==> config.mk <==
export PLATFORM = sky130hd
export DESIGN_NAME = alu_seq_server
export DESIGN_NICKNAME = d
export VERILOG_FILES = /design/src/rtl/alu_seq_pkg.sv /design/src/rtl/alu_div_iter.sv /design/src/rtl/alu_seq_server.sv
export SDC_FILE = /design/constraint.sdc
export NUM_CORES = 1
export LEC_CHECK = 0
export CORE_MARGIN = 2
export CORE_UTILIZATION = 34
export CTS_BUF_LIST = sky130_fd_sc_hd__clkbuf_16
export DETAILED_ROUTE_END_ITERATION = 8
export DONT_BUFFER_PORTS = 1
export PLACE_DENSITY_LB_ADDON = 0.2
export SYNTH_ARGS = -nofsm -noshare
export SYNTH_HDL_FRONTEND = slang
export SYNTH_SLANG_ARGS = --single-unit
==> constraint.sdc <==
create_clock -name clk -period 5.05 [get_ports clk]
set_clock_uncertainty 0.1 [all_clocks]
set_input_delay 0.7575 -clock clk [delete_from_list [all_inputs] [get_ports clk]]
set_output_delay 0.7575 -clock clk [all_outputs]
set_load 0.02 [all_outputs]
==> src/rtl/alu_seq_pkg.sv <==
// Shared types for the sequential ALU responder: operation codes, FSM states
// and the default operand width.
package alu_seq_pkg;

  localparam int W_DEFAULT = 4;

  typedef enum logic [3:0] {
    OP_ADD  = 4'd0,
    OP_SUB  = 4'd1,
    OP_MUL  = 4'd2,
    OP_DIV  = 4'd3,
    OP_MOD  = 4'd4,
    OP_AND  = 4'd5,
    OP_OR   = 4'd6,
    OP_XOR  = 4'd7,
    OP_XNOR = 4'd8,
    OP_NOT  = 4'd9,
    OP_SHR  = 4'd10,
    OP_SHL  = 4'd11,
    OP_ASHR = 4'd12,
    OP_RAND = 4'd13,
    OP_ROR  = 4'd14,
    OP_RXOR = 4'd15
  } op_e;

  typedef enum logic [1:0] {
    IDLE     = 2'd0,
    DIV_BUSY = 2'd1,
    RESP     = 2'd2
  } state_e;

  function automatic logic is_div_op(input op_e op);
    return (op == OP_DIV) || (op == OP_MOD);
  endfunction

endpackage

==> src/rtl/alu_div_iter.sv <==
// Iterative restoring divider: one quotient bit per cycle, MSB first. The first
// step runs on the start edge, so done pulses right after the W-th step.
module alu_div_iter
  import alu_seq_pkg::*;
#(
  parameter int W = W_DEFAULT
) (
  input  logic         clk,
  input  logic         rst,
  input  logic         start,
  input  logic [W-1:0] dividend,
  input  logic [W-1:0] divisor,
  output logic         busy,
  output logic         done,
  output logic [W-1:0] quotient,
  output logic [W-1:0] remainder
);

  localparam int CW = $clog2(W + 1);

  logic [W-1:0]  rem_r, quo_r, dvs_r;
  logic [CW-1:0] cnt_r;
  logic          busy_r, done_r;

  logic [W-1:0]  src_rem_s, src_quo_s, src_dvs_s, nrem_s, nquo_s;
  logic [W:0]    rem_sh_s;
  logic          fits_s;

  // One restoring step, fed from fresh operands on start or the running state.
  always_comb begin
    if (start) begin
      src_rem_s = {W{1'b0}};
      src_quo_s = dividend;
      src_dvs_s = divisor;
    end else begin
      src_rem_s = rem_r;
      src_quo_s = quo_r;
      src_dvs_s = dvs_r;
    end
    rem_sh_s = {src_rem_s, src_quo_s[W-1]};
    fits_s   = (rem_sh_s >= {1'b0, src_dvs_s});
    if (fits_s) begin
      nrem_s = W'(rem_sh_s - {1'b0, src_dvs_s});
    end else begin
      nrem_s = rem_sh_s[W-1:0];
    end
    nquo_s = {src_quo_s[W-2:0], fits_s};
  end

  // Iteration state, step counter and done pulse.
  always_ff @(posedge clk) begin
    if (rst) begin
      rem_r  <= {W{1'b0}};
      quo_r  <= {W{1'b0}};
      dvs_r  <= {W{1'b0}};
      cnt_r  <= {CW{1'b0}};
      busy_r <= 1'b0;
      done_r <= 1'b0;
    end else begin
      done_r <= 1'b0;
      if (start) begin
        rem_r  <= nrem_s;
        quo_r  <= nquo_s;
        dvs_r  <= divisor;
        cnt_r  <= CW'(W - 1);
        busy_r <= 1'b1;
      end else if (busy_r) begin
        rem_r <= nrem_s;
        quo_r <= nquo_s;
        cnt_r <= cnt_r - CW'(1);
        if (cnt_r == CW'(1)) begin
          busy_r <= 1'b0;
          done_r <= 1'b1;
        end
      end
    end
  end

  assign busy      = busy_r;
  assign done      = done_r;
  assign quotient  = quo_r;
  assign remainder = rem_r;

endmodule

==> src/rtl/alu_seq_server.sv <==
// Valid/ready ALU responder: single-cycle operators answer on the accept edge,
// DIV/MOD with a nonzero divisor go through the iterative divider.
module alu_seq_server
  import alu_seq_pkg::*;
#(
  parameter int W = W_DEFAULT
) (
  input  logic           clk,
  input  logic           rst,
  input  logic           req_valid,
  output logic           req_ready,
  input  logic [3:0]     req_op,
  input  logic [W-1:0]   req_a,
  input  logic [W-1:0]   req_b,
  output logic           rsp_valid,
  input  logic           rsp_ready,
  output logic [2*W-1:0] rsp_data,
  output logic           rsp_err
);

  localparam int         DW    = 2 * W;
  localparam logic [W:0] W_LIM = (W + 1)'(W);

  state_e        state_r;
  op_e           op_r;
  logic          req_ready_r, rsp_valid_r, rsp_err_r;
  logic [DW-1:0] rsp_data_r;

  op_e           op_s;
  logic          accept_s, div_start_s, big_sh_s, err_s;
  logic [DW-1:0] res_s;
  logic [W-1:0]  shl_s, ashr_s;
  logic          div_busy_s, div_done_s;
  logic [W-1:0]  div_quo_s, div_rem_s;

  assign op_s        = op_e'(req_op);
  assign accept_s    = req_valid && req_ready_r;
  assign div_start_s = accept_s && is_div_op(op_s) && (req_b != {W{1'b0}});
  assign big_sh_s    = ({1'b0, req_b} >= W_LIM);

  alu_div_iter #(.W(W)) u_div (
    .clk       (clk),
    .rst       (rst),
    .start     (div_start_s),
    .dividend  (req_a),
    .divisor   (req_b),
    .busy      (div_busy_s),
    .done      (div_done_s),
    .quotient  (div_quo_s),
    .remainder (div_rem_s)
  );

  // Single-cycle operator mux; DIV/MOD rows here only ever serve divide-by-zero.
  always_comb begin
    res_s = {DW{1'b0}};
    err_s = 1'b0;
    if (big_sh_s) begin
      shl_s  = {W{1'b0}};
      ashr_s = {W{req_a[W-1]}};
    end else begin
      shl_s  = W'(req_a << req_b);
      ashr_s = W'($signed(req_a) >>> req_b);
    end
    case (op_s)
      OP_ADD:  res_s[W:0]    = {1'b0, req_a} + {1'b0, req_b};
      OP_SUB:  res_s[W-1:0]  = req_a - req_b;
      OP_MUL:  res_s         = {{W{1'b0}}, req_a} * {{W{1'b0}}, req_b};
      OP_DIV: begin
        res_s[W-1:0] = {W{1'b1}};
        err_s        = 1'b1;
      end
      OP_MOD: begin
        res_s[W-1:0] = req_a;
        err_s        = 1'b1;
      end
      OP_AND:  res_s[W-1:0]  = req_a & req_b;
      OP_OR:   res_s[W-1:0]  = req_a | req_b;
      OP_XOR:  res_s[W-1:0]  = req_a ^ req_b;
      OP_XNOR: res_s[W-1:0]  = ~(req_a ^ req_b);
      OP_NOT:  res_s[W-1:0]  = ~req_a;
      OP_SHR: begin
        if (big_sh_s) begin
          res_s[W-1:0] = {W{1'b0}};
        end else begin
          res_s[W-1:0] = req_a >> req_b;
        end
      end
      OP_SHL:  res_s[W-1:0]  = shl_s;
      OP_ASHR: res_s[W-1:0]  = ashr_s;
      OP_RAND: res_s[0]      = &req_b;
      OP_ROR:  res_s[0]      = |req_b;
      OP_RXOR: res_s[0]      = ^req_b;
      default: res_s         = {DW{1'b0}};
    endcase
  end

  // Control FSM with registered handshake and response outputs.
  always_ff @(posedge clk) begin
    if (rst) begin
      state_r     <= IDLE;
      op_r        <= OP_ADD;
      req_ready_r <= 1'b1;
      rsp_valid_r <= 1'b0;
      rsp_data_r  <= {DW{1'b0}};
      rsp_err_r   <= 1'b0;
    end else begin
      case (state_r)
        IDLE: begin
          if (accept_s) begin
            op_r        <= op_s;
            req_ready_r <= 1'b0;
            if (div_start_s) begin
              state_r <= DIV_BUSY;
            end else begin
              state_r     <= RESP;
              rsp_valid_r <= 1'b1;
              rsp_data_r  <= res_s;
              rsp_err_r   <= err_s;
            end
          end
        end
        DIV_BUSY: begin
          if (div_done_s) begin
            state_r     <= RESP;
            rsp_valid_r <= 1'b1;
            rsp_err_r   <= 1'b0;
            rsp_data_r  <= {{W{1'b0}}, (op_r == OP_MOD) ? div_rem_s : div_quo_s};
          end else if (!div_busy_s) begin
            // Divider lost its operation: recover rather than hang.
            state_r     <= IDLE;
            req_ready_r <= 1'b1;
          end
        end
        RESP: begin
          if (rsp_ready) begin
            state_r     <= IDLE;
            rsp_valid_r <= 1'b0;
            req_ready_r <= 1'b1;
          end
        end
        default: begin
          state_r     <= IDLE;
          req_ready_r <= 1'b1;
          rsp_valid_r <= 1'b0;
          rsp_err_r   <= 1'b0;
        end
      endcase
    end
  end

  assign req_ready = req_ready_r;
  assign rsp_valid = rsp_valid_r;
  assign rsp_data  = rsp_data_r;
  assign rsp_err   = rsp_err_r;

endmodule

Word level (Yosys, flattened, before mapping). Index checks and enable logic that the tools add are counted.

Register bits after elaboration: 34. Output and inout port bits: 11.

$add $sub $neg: 4. Multipliers: 1. $lt $le $gt $ge: 2. Eq/ne operators: 26. Shift operators: 3. Multiplexer cells: 47. Bitwise gates (word level): 7. Reductions and logical operators: 21.

Operators by type and width (count): 4-bit 2-to-1 mux (12); 3-bit case mux with 13 select lines (1); 4-bit equality test (second input constant) (8); 8-bit 2-to-1 mux (3); 4-bit by 3-bit equality test with 1-bit output (second input constant) (5); 4-bit AND reduction (5); 1-bit 2-to-1 mux (16); 1-bit case mux with 16 select lines (1); 8-bit case mux with 2 select lines (1); 2-bit 2-to-1 mux (7); 2-bit != test (second input constant) (5); 1-bit case mux with 3 select lines (3); 4-bit by 2-bit equality test with 1-bit output (second input constant) (2); 4-bit by 4-bit multiplier with 8-bit output (1); 4-bit inverter (2); 4-bit subtractor (2); 2-bit case mux with 3 select lines (1); 4-bit by 4-bit adder with 5-bit output (1); 5-bit by 4-bit greater-or-equal comparator with 1-bit output (1); 4-bit AND (1); 4-bit by 1-bit equality test with 1-bit output (second input constant) (1); 4-bit by 3-bit greater-or-equal comparator with 1-bit output (second input constant) (1); 4-bit zero test (1); 4-bit OR (1); 24 further kinds (29).

Depth between registers and ports, before layout. Gate-level depths: netlist of the first run.

Depth after elaboration: 9. Mapped depth: 15. Mapped depth without buffers: 13.

Hierarchy. A second synthesis of the first run with hierarchy kept.

Cell total of the unflattened synthesis: 416. Area, all modules: 3369.5 um2.

By module, submodules not included: alu_seq_server (instances 1, cells each 312, area an instance 2426.1 um2); alu_div_iter (instances 1, cells each 104, area an instance 943.4 um2).

Least setup slack after synthesis of the first run. OpenSTA, ideal clock, no wires.

Path type: input to register. Start: input port req_b[1]. End: register u_div.rem_r[3] (netlist: u_div.remainder[3]). Setup time: 75 ps. Data arrival time: 3491 ps. Required time: 4875 ps. Setup slack: 1384 ps. Stages on the path: 14. Cell sequence: clkbuf_1 inv_1 ha_1 nand2_1 o211ai_1 clkbuf_1 a21oi_1 ha_1 nor2b_1 o211ai_1 o2111ai_4 nor4b_2 a41oi_1 o21ai_0.

Word-level cells in the longest chain between the ends: 7.

RTL lines: start: declaration (RTL line alu_seq_server.sv:14) `input logic [W-1:0] req_b,`; 4-bit nonzero test (RTL line alu_seq_server.sv:38) `assign div_start_s = accept_s && is_div_op(op_s) && (req_b != {W{1'b0}});`; 1-bit logical AND (RTL line alu_seq_server.sv:38); 4-bit 2-to-1 mux, on equally long branches; 4-bit subtractor / 5-bit by 4-bit greater-or-equal comparator with 1-bit output (equally long branches) (RTL line alu_div_iter.sv:43, alu_div_iter.sv:41); 4-bit 2-to-1 mux (RTL line alu_div_iter.sv:42) `if (fits_s) begin`; 4-bit 2-to-1 mux (RTL line alu_div_iter.sv:67) `end else if (busy_r) begin`; 4-bit 2-to-1 mux (RTL line alu_div_iter.sv:61) `if (start) begin`; end signal: assignment (RTL line alu_div_iter.sv:53) `rem_r <= {W{1'b0}};`; end signal: assignment (RTL line alu_div_iter.sv:62) `rem_r <= nrem_s;`; end signal: assignment (RTL line alu_div_iter.sv:68) `rem_r <= nrem_s;`; end: declaration (RTL line alu_div_iter.sv:21) `logic [W-1:0] rem_r, quo_r, dvs_r;`.

Parallel ways exist; a longest one is shown, timed or not. The select of a mux whose other input is x is not followed. A chain may end at the register's enable or synchronous reset.

Worst setup path after layout of the first run. Ends and elaborated chain as after synthesis.

==> impl_metrics.env, run 1 <==
export IMPL_critPathLaunchType="input port"
export IMPL_dp_slack_ns=1.208
export IMPL_tightest_slew_ns=0.8337
export IMPL_final_common_cell="nor2_1"
export IMPL_grt_max_degree=33
export IMPL_min_from="op_r[2]$_SDFFE_PP0P_"
export IMPL_hold_violations=0
export IMPL_final_cell_mix="nor2_1, ha_1, dfxtp_1, nand2_1, a21oi_1"
export IMPL_postCtsSetupBuffers=0
export IMPL_synthXorXnorAreaFrac_pct=3.560
export IMPL_power_total_uw=854.4
export IMPL_antenna_cells=0
export IMPL_track_usage_pct=18.63
export IMPL_grt_ovfl_total=0
export IMPL_nFillCells=974
export IMPL_crit_path_max_fanout=14
export IMPL_timing_final_ws_setup_ns=1.523
export IMPL_start_util_pct=34.78
export IMPL_ir_drop_mv=0.1115
export IMPL_post_cts_resized=0
export IMPL_critical_path_class="input port to register"
export IMPL_synth_nets=456
export IMPL_status="finished, final reports clean"
export IMPL_cts_tree="done"
export IMPL_cp_end_kind="register"
export IMPL_detailed_place_hpwl_um=6812
export IMPL_fin_crit_sh_pct=69.84
export IMPL_rrSetupSlack_ns=1.73
export IMPL_min_path_type="register to register"
export IMPL_synth_simple_area_share_pct=21.87
export IMPL_synth_edff_count=0
export IMPL_drive_above_1_share_pct=4.897
export IMPL_reg2reg_from="req_ready$_SDFFE_PP1P_"
export IMPL_vias=3001
export IMPL_drtIter0Drc=250
export IMPL_area_delta_synth_final_pct=7.121
export IMPL_grt_pass1_vias=2889
export IMPL_ys_seq_area_share_pct=21.28
export IMPL_fmax_mhz=283.5
export IMPL_avgSynthCellArea_um2=8.035
export IMPL_synthArstFlopShare_pct=0
export IMPL_setup_viol=0
export IMPL_wl_per_cell_um=18.07
export IMPL_rsz0062_at_grt="false"
export IMPL_crit_family="compound AO/OA/AOI/OAI gates"
export IMPL_cts_sinks=34
export IMPL_synth_cells=398
export IMPL_cp_cell_sequence="inv_1 > ha_1 > nand2_1 > o211ai_1 > buf_4 > and2_1 > ha_1 > nor2b_1 > o211ai_1 > o2111ai_4 > nor4b_2 > a41oi_1 > o21ai_0"
export IMPL_die_y_um=101.0
export IMPL_rows=35
export IMPL_drcViolationCount=0
export IMPL_core_area_um2=9196
export IMPL_final_setup_tns_ns=0
export IMPL_clock_root_buffer="clkbuf_16"
export IMPL_p_leak_uw=0.001330
export IMPL_cpPeakStageDelay_ns=0.38
export IMPL_cellPowerDensity_nw_per_um2=249.4
export IMPL_path_buf_inv=2
export IMPL_viasPerCell=6.014
export IMPL_io_pins=27
export IMPL_wl_um=9018
export IMPL_worstPathArrival_ns=3.64
export IMPL_cp_data_required_time_ns=5.16
export IMPL_synth_top_family_by_area="compound AO/OA/AOI/OAI gates"
export IMPL_clk_latency_ns=0.28
export IMPL_netlist_area_um2=3198
export IMPL_portBuffers=0
export IMPL_max_cap_violations=0
export IMPL_slowest_stage="o211ai_1"
export IMPL_fin_nets=445
export IMPL_synth_compound_area_share_pct=24.26
export IMPL_grt_pass1_wl_um=15150
export IMPL_fp_dieW_um=101.0
export IMPL_synth_fa_ha_area_share_pct=18.08
export IMPL_holdWs_ns=0.3493
export IMPL_gp_congestion=0.9025
export IMPL_synth_seq_cells=34
export IMPL_muxShareOfSynthArea_pct=5.477
export IMPL_synth_distinct_cells=61
export IMPL_period_needed_ns=3.527
export IMPL_relSlewSlack_pct=44.18
export IMPL_clk_path_buf_depth=2
export IMPL_first_pass_iters=5
export IMPL_antenna_found_initial=0
export IMPL_cts_htree_levels=2
export IMPL_crit_path_start="req_b[1]"
export IMPL_yosysWarnings=0
export IMPL_drv_slew=0
export IMPL_antenna_left=0
export IMPL_hold_buffers=0
export IMPL_dieArea_um2=10200
export IMPL_clkTransAtPathRegs_ns=0.05
export IMPL_cts_made_buffers=5
export IMPL_synth_ff_type="dfxtp_1"
final timing paths:
kind | endpoint | depth (start not counted)
worst min-delay path | op_r[2]$_SDFFE_PP0P_ | 2
worst min register to register | op_r[2]$_SDFFE_PP0P_ | 2
worst max-delay path | u_div.remainder[3]$_SDFFE_PP0P_ | 13
worst max register to register | u_div.remainder[3]$_SDFFE_PP0P_ | 11
state kept, by name (all words and copies together) (netlist names), 2 cells and up:
signal,cells
op_r,4
rsp_data,8
state_r,2
u_div.cnt_r,3
u_div.dvs_r,4
u_div.quotient,4
u_div.remainder,4
Yosys cell counts, types with 2 or more instances:
cell type	instances	area, um^2
buf_1	2	7.510
o22ai_1	2	12.51
inv_1	23	86.33
a41oi_1	2	17.52
buf_2	5	25.02
nor2b_1	4	25.02
nor4b_2	2	30.03
nor2_1	40	150.1
a21oi_1	31	155.2
dfxtp_1	34	680.7
o211ai_1	2	15.01
or3_1	3	18.77
xor2_1	6	52.55
o21ai_0	22	110.1
mux2_2	4	45.04
a311oi_1	2	17.52
xnor2_1	7	61.31
nand3b_1	4	30.03
fa_1	7	140.1
clkbuf_1	11	41.29
o221ai_1	2	17.52
a31oi_1	4	25.02
a22oi_1	6	45.04
clkinv_1	2	7.510
nand3_1	7	35.03
nand2_1	32	120.1
nand2b_1	10	62.56
mux2i_1	13	130.1
a211oi_1	9	67.56
nor4_1	9	56.30
nor4bb_1	2	20.02
o311ai_0	5	43.79
and2_1	6	37.54
o21bai_1	2	15.01
a32oi_1	2	17.52
nor3_1	6	30.03
o32ai_1	2	17.52
o31ai_1	4	30.03
ha_1	35	437.9
a21o_1	2	15.01
a221oi_1	5	43.79
cell families (layout without fill, tap and decap cells):
| logic type | Yosys count | after routing |
|---|---|---|
| compound gates | 113 | 113 |
| mux | 17 | 17 |
| buf+inv | 44 | 34 |
| simple gates | 135 | 135 |
| xor+xnor | 13 | 13 |
| flops | 34 | 34 |
| fa+ha+maj | 42 | 42 |
per-stage QoR:
step | utilization, % | instances | area (um^2)
after floorplan | - | 398 | 3198
after global placement | 35.48 | 491 | 3263
final | 37.25 | 499 | 3426
after detailed placement | 35.48 | 491 | 3263
after global routing | 37.25 | 499 | 3426
after CTS | 37.25 | 499 | 3426
worst reg2reg max path, cell delays in order, from the launching register on:
cell and delay [ns]:
dfxtp_1 0.47, and2_1 0.31, o211ai_1 0.39, buf_4 0.33, and2_1 0.21, ha_1 0.30
nor2b_1 0.15, o211ai_1 0.29, o2111ai_4 0.24, nor4b_2 0.30, a41oi_1 0.07, o21ai_0 0.10
routing by layer:
layer  up-vias  wire (um)  GRT usage, %
li1       1436          -             -
met1      1454       4390         26.99
met2       104       4075         28.72
met3         7        476         2.982
met4         0         76         4.782
met5         -          0             0
where the power goes:
group	switching, uW	internal [uW]
Sequential	22.5	284
Combinational	121	89.0
Clock	109	229
layout make-up:
type                       instances  area, um^2  share of cell area (%)
clock inverter                     3       37.54                   1.096
inverter                          25       93.84                   2.739
clock buffer                       5       125.1                   3.652
tap                              111       138.9                   4.054
multi-input combinational        320        2342                   68.37
timing repair buffer               1       7.507                  0.2191
sequential                        34       680.7                   19.87
Power figures use the tool's default switching activity.
==> inputs of run 2 (changes only) <==
Clock period 5.05 ns to 2.9 ns, I/O delays scaled along.
==> impl_metrics.env, run 2 (synthesis gave the netlist of run 1 again) <==
export IMPL_track_usage_pct=19.16
export IMPL_ir_drop_mv=0.3042
export IMPL_critical_path_class="input port to register"
export IMPL_min_path_type="input port to register"
export IMPL_cp_end_kind="register"
export IMPL_fin_crit_sh_pct=95.87
export IMPL_cts_htree_levels=2
export IMPL_cts_tree="done"
export IMPL_final_util_pct=41.13
export IMPL_rsz0062_at_grt="false"
export IMPL_critPathLaunchType="input port"
export IMPL_area_delta_synth_final_pct=18.27
export IMPL_detailed_place_hpwl_um=7213
export IMPL_drv_slew=0
export IMPL_wl_met3_um=536
export IMPL_viasPerCell=5.739
export IMPL_antenna_found_initial=0
export IMPL_dr_wl_met2_um=4222
export IMPL_wl_um=9345
export IMPL_p_leak_uw=0.001492
export IMPL_clk_path_buf_depth=2
export IMPL_setup_viol=0
export IMPL_hold_violations=0
export IMPL_vias=3059
export IMPL_drive_above_1_share_pct=16.82
export IMPL_gp_congestion=0.8758
export IMPL_final_common_cell="nor2_1"
export IMPL_die_y_um=101.0
export IMPL_cts_made_buffers=5
export IMPL_dp_slack_ns=-0.1860
export IMPL_final_cell_mix="nor2_1, buf_4, dfxtp_1, ha_1, nand2_1"
export IMPL_start_util_pct=34.78
export IMPL_rrSetupSlack_ns=0.20
export IMPL_cp_data_required_time_ns=2.98
export IMPL_drtIter0Drc=270
export IMPL_drcViolationCount=0
export IMPL_worstHoldEndpoint="u_div.cnt_r[1]$_SDFFE_PP0P_"
export IMPL_min_from="rst"
export IMPL_period_needed_ns=2.780
export IMPL_cpPeakStageDelay_ns=0.54
export IMPL_grt_pass1_wl_um=15280
export IMPL_hold_buffers=0
export IMPL_max_cap_violations=0
export IMPL_cp_cell_sequence="or4b_4 > a211oi_4 > mux2i_2 > ha_2 > inv_1 > fa_2 > xor2_1 > a22oi_1 > a221oi_1"
export IMPL_largest_reg_flops=8
export IMPL_cellPowerDensity_nw_per_um2=409.8
export IMPL_fin_nets=480
export IMPL_grt_max_degree=33
export IMPL_status="finished, final reports clean"
export IMPL_fp_dieW_um=101.0
export IMPL_io_pins=27
export IMPL_clock_root_buffer="clkbuf_16"
export IMPL_dieArea_um2=10200
export IMPL_portBuffers=0
export IMPL_wl_met1_um=4425
export IMPL_grt_ovfl_total=0
export IMPL_timing_final_ws_setup_ns=0.1199
export IMPL_highest_layer="met4"
export IMPL_wl_per_cell_um=17.53
export IMPL_slowest_stage="or4b_4"
export IMPL_crit_path_max_fanout=27
export IMPL_reg2reg_from="req_ready$_SDFFE_PP1P_"
export IMPL_rows=35
export IMPL_worstPathArrival_ns=2.86
export IMPL_relSlewSlack_pct=53.18
export IMPL_fmax_mhz=359.7
export IMPL_clkTransAtPathRegs_ns=0.05
export IMPL_hold_depth=1
export IMPL_tightest_slew_ns=0.6959
export IMPL_antenna_left=0
export IMPL_first_pass_iters=4
export IMPL_clk_latency_ns=0.27
export IMPL_core_area_um2=9196
export IMPL_r2r_cells=11
export IMPL_antenna_cells=0
export IMPL_reg2reg_to="u_div.remainder[1]$_SDFFE_PP0P_"
export IMPL_cts_sinks=34
export IMPL_grt_pass1_vias=2946
==> run 2: timing repair <==
item | 4_1_cts | 5_1_grt
endpoints found under the hold margin | 0 | 0
gates resized for setup | 0 | 3
setup endpoints to repair | 0 | 3
buffers inserted | 0 | 3
==> run 2: metal layers <==
| metal | global-route usage (%) | up-vias |
|---|---|---|
| li1 | - | 1504 |
| met1 | 26.71 | 1444 |
| met2 | 29.79 | 94 |
| met3 | 4.577 | 17 |
| met4 | 4.782 | 0 |
| met5 | 0 | - |
==> run 2: metrics by stage <==
stage	power [uW]	hold slack (ns)	setup TNS, ns	instances	area, um^2
2_1_floorplan	861.7	0.3314	-0.1668	398	3312
3_3_place_gp	960.8	0.3315	-0.7148	523	3582
3_5_place_dp	962.6	0.3390	-0.9288	523	3582
4_1_cts	1553	0.1157	0	530	3741
5_1_grt	1643	0.1134	0	533	3782
6_report	1550	0.1235	0	533	3782
==> run 2: worst max-delay path by stage <==
stage / start / to / cells after the start
after global routing: req_b[2] / u_div.remainder[1]$_SDFFE_PP0P_ / 13
after CTS: req_a[0] / rsp_data[3]$_SDFFE_PP0P_ / 10
after global placement: req_a[0] / rsp_data[3]$_SDFFE_PP0P_ / 10
final: req_op[0] / u_div.remainder[2]$_SDFFE_PP0P_ / 9
after floorplan: req_b[1] / rsp_data[3]$_SDFFE_PP0P_ / 11
after detailed placement: req_a[0] / rsp_data[3]$_SDFFE_PP0P_ / 10
==> run 2: worst max-delay path, delay by kind of cell <==
family	cells	cell delay, ns
AND/OR/NAND/NOR	1	0.54
adder cells (fa/ha/maj)	2	0.59
XOR/XNOR	1	0.20
buffers and inverters	1	0.06
AO/OA/AOI/OAI	3	0.71
multiplexers	1	0.30
==> run 2: where the power goes <==
| group | switching, uW | internal, uW |
|---|---|---|
| clock | 189 | 397 |
| sequential | 35.7 | 494 |
| combinational | 229 | 205 |
| total | 454 | 1100 |
==> run 2: layout make-up <==
class	instances	area, um^2
timing repair buffer	36	267.8
multi-input combinational	320	2422
fill	954	5414
tap	111	138.9
inverter	25	113.9
sequential	34	680.7
clock buffer	5	125.1
clock inverter	2	33.78
